$ cat src/rtl/vram_blit.sv
// vram_blit: copies a run of bytes from VIDEO_BUF into VRAM under register control and pulses done_irq on completion.
// Build option: define VRAM_BLIT_VSYNC_EN to hold each transfer until a falling edge of the registered v_sync.
module vram_blit #(
    parameter int DATA_W = 8
) (
    input  logic              clk,
    input  logic              rst,
    input  logic              cfg_we,
    input  logic              cfg_sel,
    input  logic [31:0]       cfg_data,
    output logic [31:0]       status_out,
    output logic [14:0]       buf_addr,
    input  logic [DATA_W-1:0] buf_data_out,
    output logic [14:0]       vram_addr,
    output logic [DATA_W-1:0] vram_data_in,
    output logic              vram_we,
    input  logic              v_sync,
    output logic              done_irq
);

`ifdef VRAM_BLIT_VSYNC_EN
    typedef enum logic [2:0] {IDLE, WAIT_VS, PRIME, COPY, DONE} state_t;
    localparam state_t FIRST = WAIT_VS;
`else
    typedef enum logic [2:0] {IDLE, PRIME, COPY, DONE} state_t;
    localparam state_t FIRST = PRIME;
`endif

    state_t      state, state_nxt;
    logic [14:0] src_base, dst_base, remaining, offs;
    logic        done_flag, aborted_flag;
    logic        base_wr, start_req, abort_req, busy;
    logic [14:0] len_in;
    logic        unused_in;

    assign base_wr   = cfg_we & ~cfg_sel;
    assign start_req = cfg_we & cfg_sel & cfg_data[15];
    assign abort_req = cfg_we & cfg_sel & cfg_data[16];
    assign len_in    = cfg_data[14:0];
    assign busy      = (state != IDLE);

`ifdef VRAM_BLIT_VSYNC_EN
    logic vs_p0, vs_p1, vs_fall;

    // v_sync input register and edge history
    always_ff @(posedge clk) begin
        if (rst) begin
            vs_p0 <= 1'b1;
            vs_p1 <= 1'b1;
        end else begin
            vs_p0 <= v_sync;
            vs_p1 <= vs_p0;
        end
    end

    assign vs_fall   = vs_p1 & ~vs_p0;
    assign unused_in = cfg_data[31];
`else
    assign unused_in = cfg_data[31] ^ v_sync;
`endif

    always_comb begin
        state_nxt = state;
        case (state)
            IDLE: begin
                if (start_req && !abort_req)
                    state_nxt = (len_in == 15'd0) ? DONE : FIRST;
            end
`ifdef VRAM_BLIT_VSYNC_EN
            WAIT_VS: begin
                if (abort_req)
                    state_nxt = IDLE;
                else if (vs_fall)
                    state_nxt = PRIME;
            end
`endif
            PRIME: state_nxt = abort_req ? IDLE : COPY;
            COPY: begin
                if (abort_req)
                    state_nxt = IDLE;
                else if (remaining == 15'd1)
                    state_nxt = DONE;
            end
            DONE:    state_nxt = IDLE;
            default: state_nxt = IDLE;
        endcase
    end

    always_ff @(posedge clk) begin
        if (rst) begin
            state        <= IDLE;
            src_base     <= '0;
            dst_base     <= '0;
            remaining    <= '0;
            offs         <= '0;
            done_flag    <= 1'b0;
            aborted_flag <= 1'b0;
        end else begin
            state <= state_nxt;
            if (base_wr && !busy) begin
                src_base <= cfg_data[14:0];
                dst_base <= cfg_data[30:16];
            end
            if (state == IDLE && start_req) begin
                if (abort_req) begin
                    aborted_flag <= 1'b1;
                end else begin
                    remaining    <= len_in;
                    offs         <= '0;
                    done_flag    <= 1'b0;
                    aborted_flag <= 1'b0;
                end
            end
            if (state == COPY) begin
                remaining <= remaining - 15'd1;
                offs      <= offs + 15'd1;
            end
            // DONE is already signalling completion, so a late abort is not recorded there
            if (busy && state != DONE && abort_req)
                aborted_flag <= 1'b1;
            if (state_nxt == DONE)
                done_flag <= 1'b1;
        end
    end

    // The read address runs one beat ahead so each COPY beat finds its byte on buf_data_out
    always_comb begin
        buf_addr     = '0;
        vram_addr    = '0;
        vram_data_in = '0;
        vram_we      = 1'b0;
        case (state)
            PRIME: buf_addr = src_base;
            COPY: begin
                buf_addr     = src_base + offs + 15'd1;
                vram_addr    = dst_base + offs;
                vram_data_in = buf_data_out;
                vram_we      = ~rst;
            end
            default: ;
        endcase
    end

    assign done_irq   = (state == DONE) & ~rst;
    assign status_out = {busy, done_flag, aborted_flag, 14'b0, remaining};

endmodule

$ cat config.mk
export PLATFORM = sky130hd
export DESIGN_NAME = vram_blit
export DESIGN_NICKNAME = d
export VERILOG_FILES = /design/src/rtl/vram_blit.sv
export SDC_FILE = /design/constraint.sdc
export NUM_CORES = 1
export LEC_CHECK = 0
export ABC_AREA = 1
export ABC_CLOCK_PERIOD_IN_PS = 1900
export CAP_MARGIN = 5
export CORE_MARGIN = 3
export CORE_UTILIZATION = 48
export CTS_BUF_LIST = sky130_fd_sc_hd__clkbuf_4 sky130_fd_sc_hd__clkbuf_8
export CTS_CLUSTER_SIZE = 25
export DETAILED_ROUTE_END_ITERATION = 8
export PLACE_DENSITY_LB_ADDON = 0.05
export SLEW_MARGIN = 20
export SYNTH_ARGS = -nofsm -noshare
export SYNTH_HDL_FRONTEND = slang
export SYNTH_SLANG_ARGS = --single-unit
$ cat constraint.sdc
create_clock -name clk -period 1.9 [get_ports clk]
set_input_delay 0.285 -clock clk [delete_from_list [all_inputs] [get_ports clk]]
set_output_delay 0.285 -clock clk [all_outputs]
set_load 0.05 [all_outputs]
== After elaboration in Yosys (flattened, before gate mapping) ==
Index checks and enable logic that the tools add are counted.
Operators by class
  $add $sub $neg: 5
  equality and inequality tests: 8
  multiplexer cells: 22
  bitwise operators: 7
  reductions and logical operators: 15
Operator list (count)
  $mux 15: 7
  $add 15x1->15 const B: 2
  $add 15x15->15: 2
  $pmux 15 s2: 1
  $eq 15x1->1 const B: 1
  $logic_not 15->1: 1
  $sub 15x1->15 const B: 1
  $eq 3x2->1 const B: 3
  $mux 3: 3
  $pmux 3 s3: 1
  $mux 8: 1
  $mux 1: 7
  $reduce_bool 2->1: 3
  $and 1x1->1: 5
  $logic_and 1x1->1: 5
  $mux 2: 2
  $ne 2x1->1 const B: 2
  $reduce_and 2->1: 2
  $eq 3x1->1 const B: 1
  $logic_not 3->1: 1
  $ne 3x2->1 const B: 1
  $reduce_bool 3->1: 1
  $logic_not 1->1: 2
  $not 1->1: 2
Word-level totals
  register bits after elaboration: 65
  input port bits: 45
  output and inout port bits: 72
  word-level logic and storage cells: 64

== Logic depth before layout (Yosys ltp) ==
Gate-level depths: netlist (run 1).
  depth after elaboration: 9
  depth in mapped cells: 13
  mapped depth without buffers: 13

== Worst setup path after synthesis (run 1) ==
Ideal clock, no wire load.
  path type: register -> output
  from: register offs[0]
  to: output vram_addr[8]
  arrival time: 2547 ps
  required time: 1615 ps
  setup slack: -932 ps
  cell stages (with the launch flop): 11
  buffers on the path: 0
  path through: dfxtp_1 ha_1 inv_1 fa_1 inv_1 nand3_1 nand3_1 nand2_1 nand2_1 nor2_1 nor3b_1
On the way
  word-level cells in the longest chain between the ends: 2
Ends and longest elaborated chain
  from (decl): line 30  | logic [14:0] src_base, dst_base, remaining, offs;
  from (signal assigned): line 116  | offs <= offs + 15'd1;
  $add 15x15->15: line 136  | vram_addr = dst_base + offs;
  $mux 15: line 132  | case (state)
  to (decl): line 14  | output logic [14:0] vram_addr,
Every way passes these cells.

== Final worst setup path (run 1) ==
Same ends and word-level chain as after synthesis.

==> results of run 1 <==
-- metrics by stage --
step | cells | total power [µW] | utilization (%) | hold WS, ps | TNS [ps]
after floorplan | 884 | 1830 | - | 431 | -385
after global placement | 1161 | 2050 | 70.8 | 456 | -2000
after detailed placement | 1161 | 2060 | 70.8 | 462 | -3150
after CTS | 1181 | 3440 | 79.3 | 476 | -9660
after global routing | 1187 | 3590 | 82.5 | 507 | -12200
final | 1187 | 3480 | 82.5 | 473 | -10490
-- worst paths after layout --
path                                      to  slack (ps)  cells past startpoint
worst max register to register      offs[12]          80                      9
worst min register to register     done_flag         470                      2
worst max-delay path            vram_addr[8]        -590                     12
worst min-delay path               done_flag         470                      2
-- power by group --
group | internal [µW] | switching [µW] | total [µW]
Clock | 802 | 568 | 1370
Sequential | 1390 | 45.1 | 1440
Combinational | 291 | 383 | 674
Total | 2480 | 996 | 3480
-- Yosys cell counts --
cell and number:
nand4_1 6, nand3_1 55, nand3_4 2, buf_2 10
and2_1 1, nand3_2 2, and3_1 1, nor2_1 144
nor3b_1 2, nor3b_2 1, nand3b_1 4, xor2_1 4
nor2_4 1, buf_6 3, xnor2_1 4, nor3_1 5
nor3_2 1, o211ai_2 1, inv_2 5, buf_4 22
a31oi_1 1, nand2_4 1, a22o_1 1, o21ai_1 22
nand2_1 237, o31ai_1 1, fa_1 2, a32o_1 1
nor2_2 6, o21ai_2 1, o221ai_1 1, buf_1 1
nand2_2 2, clkbuf_1 6, o21bai_1 1, a21oi_1 60
inv_1 107, conb_1 1, o22ai_1 4, o21ai_0 41
o211ai_1 1, ha_1 31, or2_2 2, dfxtp_1 65
-- logic make-up (layout without fill, tap and decap cells) --
family | count (synthesis) | after routing | share of synthesized area [%]
AOI/OAI and AO/OA | 136 | 136 | 13.8
xor gates and xnor gates | 8 | 8 | 1.35
adders and majority gates | 33 | 33 | 8.22
buffers and inverters | 154 | 321 | 13.4
DFF | 65 | 65 | 25.0
other | 1 | 15 | 0.0720
and+or+nand+nor | 473 | 473 | 38.2
-- routing by layer --
| layer | vias to the layer above | wire [µm] |
|---|---|---|
| met1 | 2968 | 7930 |
| met5 | - | 0 |
| met2 | 305 | 9100 |
| met4 | 0 | 782 |
| li1 | 3096 | - |
| met3 | 78 | 1400 |
-- worst min-delay path: cells and delay by family (launching register included) --
family           cells  cell delay, ps
flip-flops           1             320
AND/OR/NAND/NOR      1              60
AO/OA/AOI/OAI        1              60
-- sequential cells by signal, indices dropped and copies added, names as in the netlist --
register,cells
aborted_flag,1
done_flag,1
dst_base,15
offs,15
remaining,15
src_base,15
state,3
-- layout make-up --
cell class	count	area, µm²	area share (%)
multi-input cells	665	4210	49.0
repair buffers	193	2190	25.5
flip-flops and latches	65	1370	15.9
inverters	112	430	5.01
clock buffers	15	200	2.33
well taps	136	170	1.98
clock inverters	1	30.0	0.349
-- timing repair --
item,in CTS,in global routing
setup endpoints to repair,31,30
resized for setup,148,87
pin swaps,46,59
setup buffers,4,8
hold endpoints to repair,0,0
==> impl_metrics.json, run 1 <==
{
  "status": "complete, but fails checks",
  "violations": "negative setup slack",
  "totalWireLength_um": 19200,
  "setup_ws_ps": -585,
  "place_hpwl_um": 13100,
  "critPathCaptureType": "primary output",
  "cts.htree.levels": 3,
  "relSlewSlack_pct": 65.0,
  "antenna_cells": 0,
  "min_from": "done_flag",
  "final_hold_viol_count": 0,
  "ctsRootBufferMaster": "clkbuf_8",
  "grt_busiest_layer": "met2",
  "synthTopCellsByArea": "dfxtp_1, nand2_1, nor2_1",
  "final_common_cell": "nand2_1",
  "dieWidth_um": 110,
  "synth_top_area_share_pct": 25.0,
  "preCtsSetupSlack_ps": -235,
  "pwr_density_cell_nw_per_um2": 405,
  "path_clk_slew_ps": 70,
  "syn_inst": 870,
  "crit_family": "simple AND/OR/NAND/NOR gates",
  "die_area_um2": 12100,
  "fmax_ghz": 0.402,
  "synth_cell_types": 44,
  "crit_start": "offs[0]",
  "num_io_pins": 117,
  "critPathKind": "flip-flop to primary output",
  "drcViolationCount": 0,
  "rows": 37,
  "layout_common_cells": "nand2_1, nor2_1, inv_1",
  "synth_area_um2": 5200,
  "rr_startpoint": "offs[1]",
  "leakage_uw": 0.00393,
  "yosysTopAreaCell": "dfxtp_1",
  "dieHeight_um": 110,
  "drt_pass1_iterations": 8,
  "drv_slew": 0,
  "numCtsBuffers": 9,
  "crit_arrival_ps": 2200,
  "dr_total_vias": 6447,
  "cap_viol_max_count": 0,
  "ys_ff_latch": 65,
  "ant_nets": 0,
  "final_area_um2": 8600,
  "avgRoutedWirePerCell_um": 16.2,
  "grt_pass1_vias": 6133,
  "fin_worst_skew_ps": 12.5,
  "gr-usage-met2_pct": 50.3,
  "hp-class": "flip-flop to flip-flop",
  "start_util_pct": 50.0,
  "via_per_inst": 5.43,
  "worst_pin_slew_ps": 523,
  "ys_warn_count": 0,
  "gp_congestion": 0.960,
  "drtIter0Drc": 525,
  "grt_max_degree": 39,
  "required_ps": 1620,
  "peakVddDrop_mv": 0.462,
  "syn_to_final_growth_pct": 65.2,
  "core_area_um2": 10400,
  "clk_latency_ps": 360,
  "seq_area_frac_synth_pct": 25.0,
  "grt_use_met3_pct": 4.31,
  "syn_area_per_cell_um2": 5.98,
  "clock_path_buffers": 2,
  "max_stage_delay_ps": 380,
  "crit_fanout": 3,
  "period_needed_ps": 2490,
  "fillers": 681,
  "grt_pass1_wl_um": 28700,
  "slowest_stage": "dfxtp_4",
  "finalSetupViolCount": 28,
  "start_kind": "flip-flop",
  "grt_util_met1_pct": 38.2,
  "grt_usage_pct": 29.7,
  "layout.nets": 1124,
  "globalRouteOverflowTotal": 0,
  "place.port_buffers": 100,
  "placed_area_um2": 7380,
  "cts_sinks": 65,
  "path_buf_inv": 4,
  "drive_gt1_share_pct": 36.0,
  "cts_hold_buf": 0,
  "path_cells": "buf_6, ha_4, inv_2, fa_2, inv_2, nand3_2, nand3_4, nand2_2, nand2_2, nor2_2, nor3b_4, buf_12",
  "fin_crit_sh_pct": 131,
  "rsz0062_at_grt": "yes",
  "cts_tree": "done",
  "antenna_found_initial": 0
}
Power figures use the tool's default switching activity.
==> run 2, diff against run 1 <==
--- a/config.mk
+++ b/config.mk
@@ -9,7 +9,7 @@
 export ABC_CLOCK_PERIOD_IN_PS = 1900
 export CAP_MARGIN = 5
 export CORE_MARGIN = 3
-export CORE_UTILIZATION = 48
+export CORE_UTILIZATION = 45
 export CTS_BUF_LIST = sky130_fd_sc_hd__clkbuf_4 sky130_fd_sc_hd__clkbuf_8
 export CTS_CLUSTER_SIZE = 25
 export DETAILED_ROUTE_END_ITERATION = 8
==> impl_metrics.json, run 2 (synthesis results as in run 1) <==
{
  "final_common_cell": "nand2_1",
  "dr_total_vias": 6563,
  "syn_to_final_growth_pct": 67.2,
  "ant_nets": 0,
  "worst_pin_slew_ps": 646,
  "clk_latency_ps": 350,
  "period_needed_ps": 2450,
  "fin_crit_sh_pct": 129,
  "required_ps": 1620,
  "max_stage_delay_ps": 370,
  "p_seq_share_pct": 40.4,
  "place_hpwl_um": 13100,
  "grt_usage_pct": 27.9,
  "antenna_found_initial": 0,
  "layout_common_cells": "nand2_1, nor2_1, inv_1, buf_4, clkdlybuf4s50_1",
  "drt_pass1_iterations": 5,
  "crit_family": "adder cells",
  "path_cells": "inv_4, ha_4, inv_2, fa_2, buf_4, nand3_1, nand3_1, nand2_1, nand2_1, o21ai_4, buf_12",
  "peakVddDrop_mv": 0.355,
  "swShare_pct": 29.3,
  "path_clk_slew_ps": 90,
  "crit_fanout": 3,
  "tns_ps": -10950,
  "dieWidth_um": 114,
  "grt_max_degree": 31,
  "num_io_pins": 117,
  "drcViolationCount": 0,
  "grt_pass1_vias": 6352,
  "antenna_cells": 0,
  "power_frac_comb_pct": 19.4,
  "grt_pass1_wl_um": 29400,
  "slowest_stage": "dfxtp_4",
  "p_sw_uw": 1040,
  "fillers": 743,
  "rsz0062_at_grt": "yes",
  "rows": 38,
  "hp-class": "flip-flop to flip-flop",
  "start_util_pct": 47.0,
  "numCtsBuffers": 9,
  "relSlewSlack_pct": 56.6,
  "via_per_inst": 5.46,
  "cts_tree": "done",
  "violations": "negative setup slack",
  "fin_worst_skew_ps": 15.0,
  "holdWs_ps": 482,
  "totalWireLength_um": 19400,
  "status": "complete, but fails checks",
  "preCtsSetupSlack_ps": -275,
  "critPathCaptureType": "primary output",
  "cap_viol_max_count": 0,
  "final_hold_viol_count": 0,
  "pwr_density_cell_nw_per_um2": 407,
  "cts.htree.levels": 3,
  "globalRouteOverflowTotal": 0,
  "avgRoutedWirePerCell_um": 16.1,
  "internal_power_uw": 2500,
  "drive_gt1_share_pct": 35.0,
  "place.port_buffers": 100,
  "core_area_um2": 11100,
  "drv_slew": 0,
  "ctsRootBufferMaster": "clkbuf_8",
  "gp_congestion": 0.937,
  "finalSetupViolCount": 28,
  "crit_arrival_ps": 2160,
  "cts_sinks": 65,
  "leakage_uw": 0.00410,
  "die_area_um2": 12900,
  "fmax_ghz": 0.408,
  "clock_path_buffers": 2,
  "cts_hold_buf": 0,
  "drtIter0Drc": 562,
  "path_buf_inv": 4,
  "setup_ws_ps": -548,
  "start_kind": "flip-flop",
  "clkPwrFrac_pct": 40.2,
  "dieHeight_um": 114,
  "critPathKind": "flip-flop to primary output",
  "layout.nets": 1136
}
==> run 2: stage by stage <==
step                      total power [µW]  instances  util [%]  cell area (µm²)
after floorplan                       1830        884         -             5410
after global placement                2050       1166      66.5             7370
after detailed placement              2060       1166      66.5             7370
after CTS                             3500       1191      74.4             8250
after global routing                  3680       1203      78.6             8700
final                                 3540       1203      78.6             8700
==> run 2: tightest hold or removal path: stages, from the launching register on <==
cell,delay [ps]
dfxtp_1,320
nand2_1,60
a21oi_1,60
==> run 2: layout make-up <==
cell class	count	area [µm²]	area share [%]
well taps	140	175	2.01
clock inverters	5	85.1	0.978
clock buffers	11	151	1.74
flip-flops and latches	65	1370	15.7
inverters	112	433	4.97
multi-input cells	665	4210	48.4
repair buffers	205	2280	26.2
==> run 2: what timing repair did <==
item / 4_1_cts / 5_1_grt
pin swaps: 36 / 52
gates cloned: 0 / 0
gates resized for setup: 128 / 106
buffers inserted: 9 / 15
hold endpoints to repair: 0 / 0
setup endpoints to repair: 32 / 46
==> run 2: final timing paths <==
check | slack (ps) | start | cells past startpoint | endpoint
max | -550 | offs[0] | 11 | buf_addr[10]
min reg2reg | 480 | aborted_flag | 2 | aborted_flag
max reg2reg | 70 | offs[1] | 10 | offs[8]
min | 480 | aborted_flag | 2 | aborted_flag
==> run 2: power by group through the flow <==
stage               Combinational (µW)  Sequential [µW]  Clock, µW
finish                             687             1430       1420
CTS                                639             1430       1430
floorplan                          352             1470          0
global route                       742             1430       1500
detailed placement                 596             1460          0
global placement                   585             1460          0
==> run 2: per-layer routing <==
metal  global-route usage (%)  up-vias  part of all wire, %
li1                         -     3115                    -
met3                     3.98       82                  8.0
met2                     47.0      374                   48
met5                        0        -                    0
met4                     11.8        0                  3.6
met1                     35.7     2992                   40
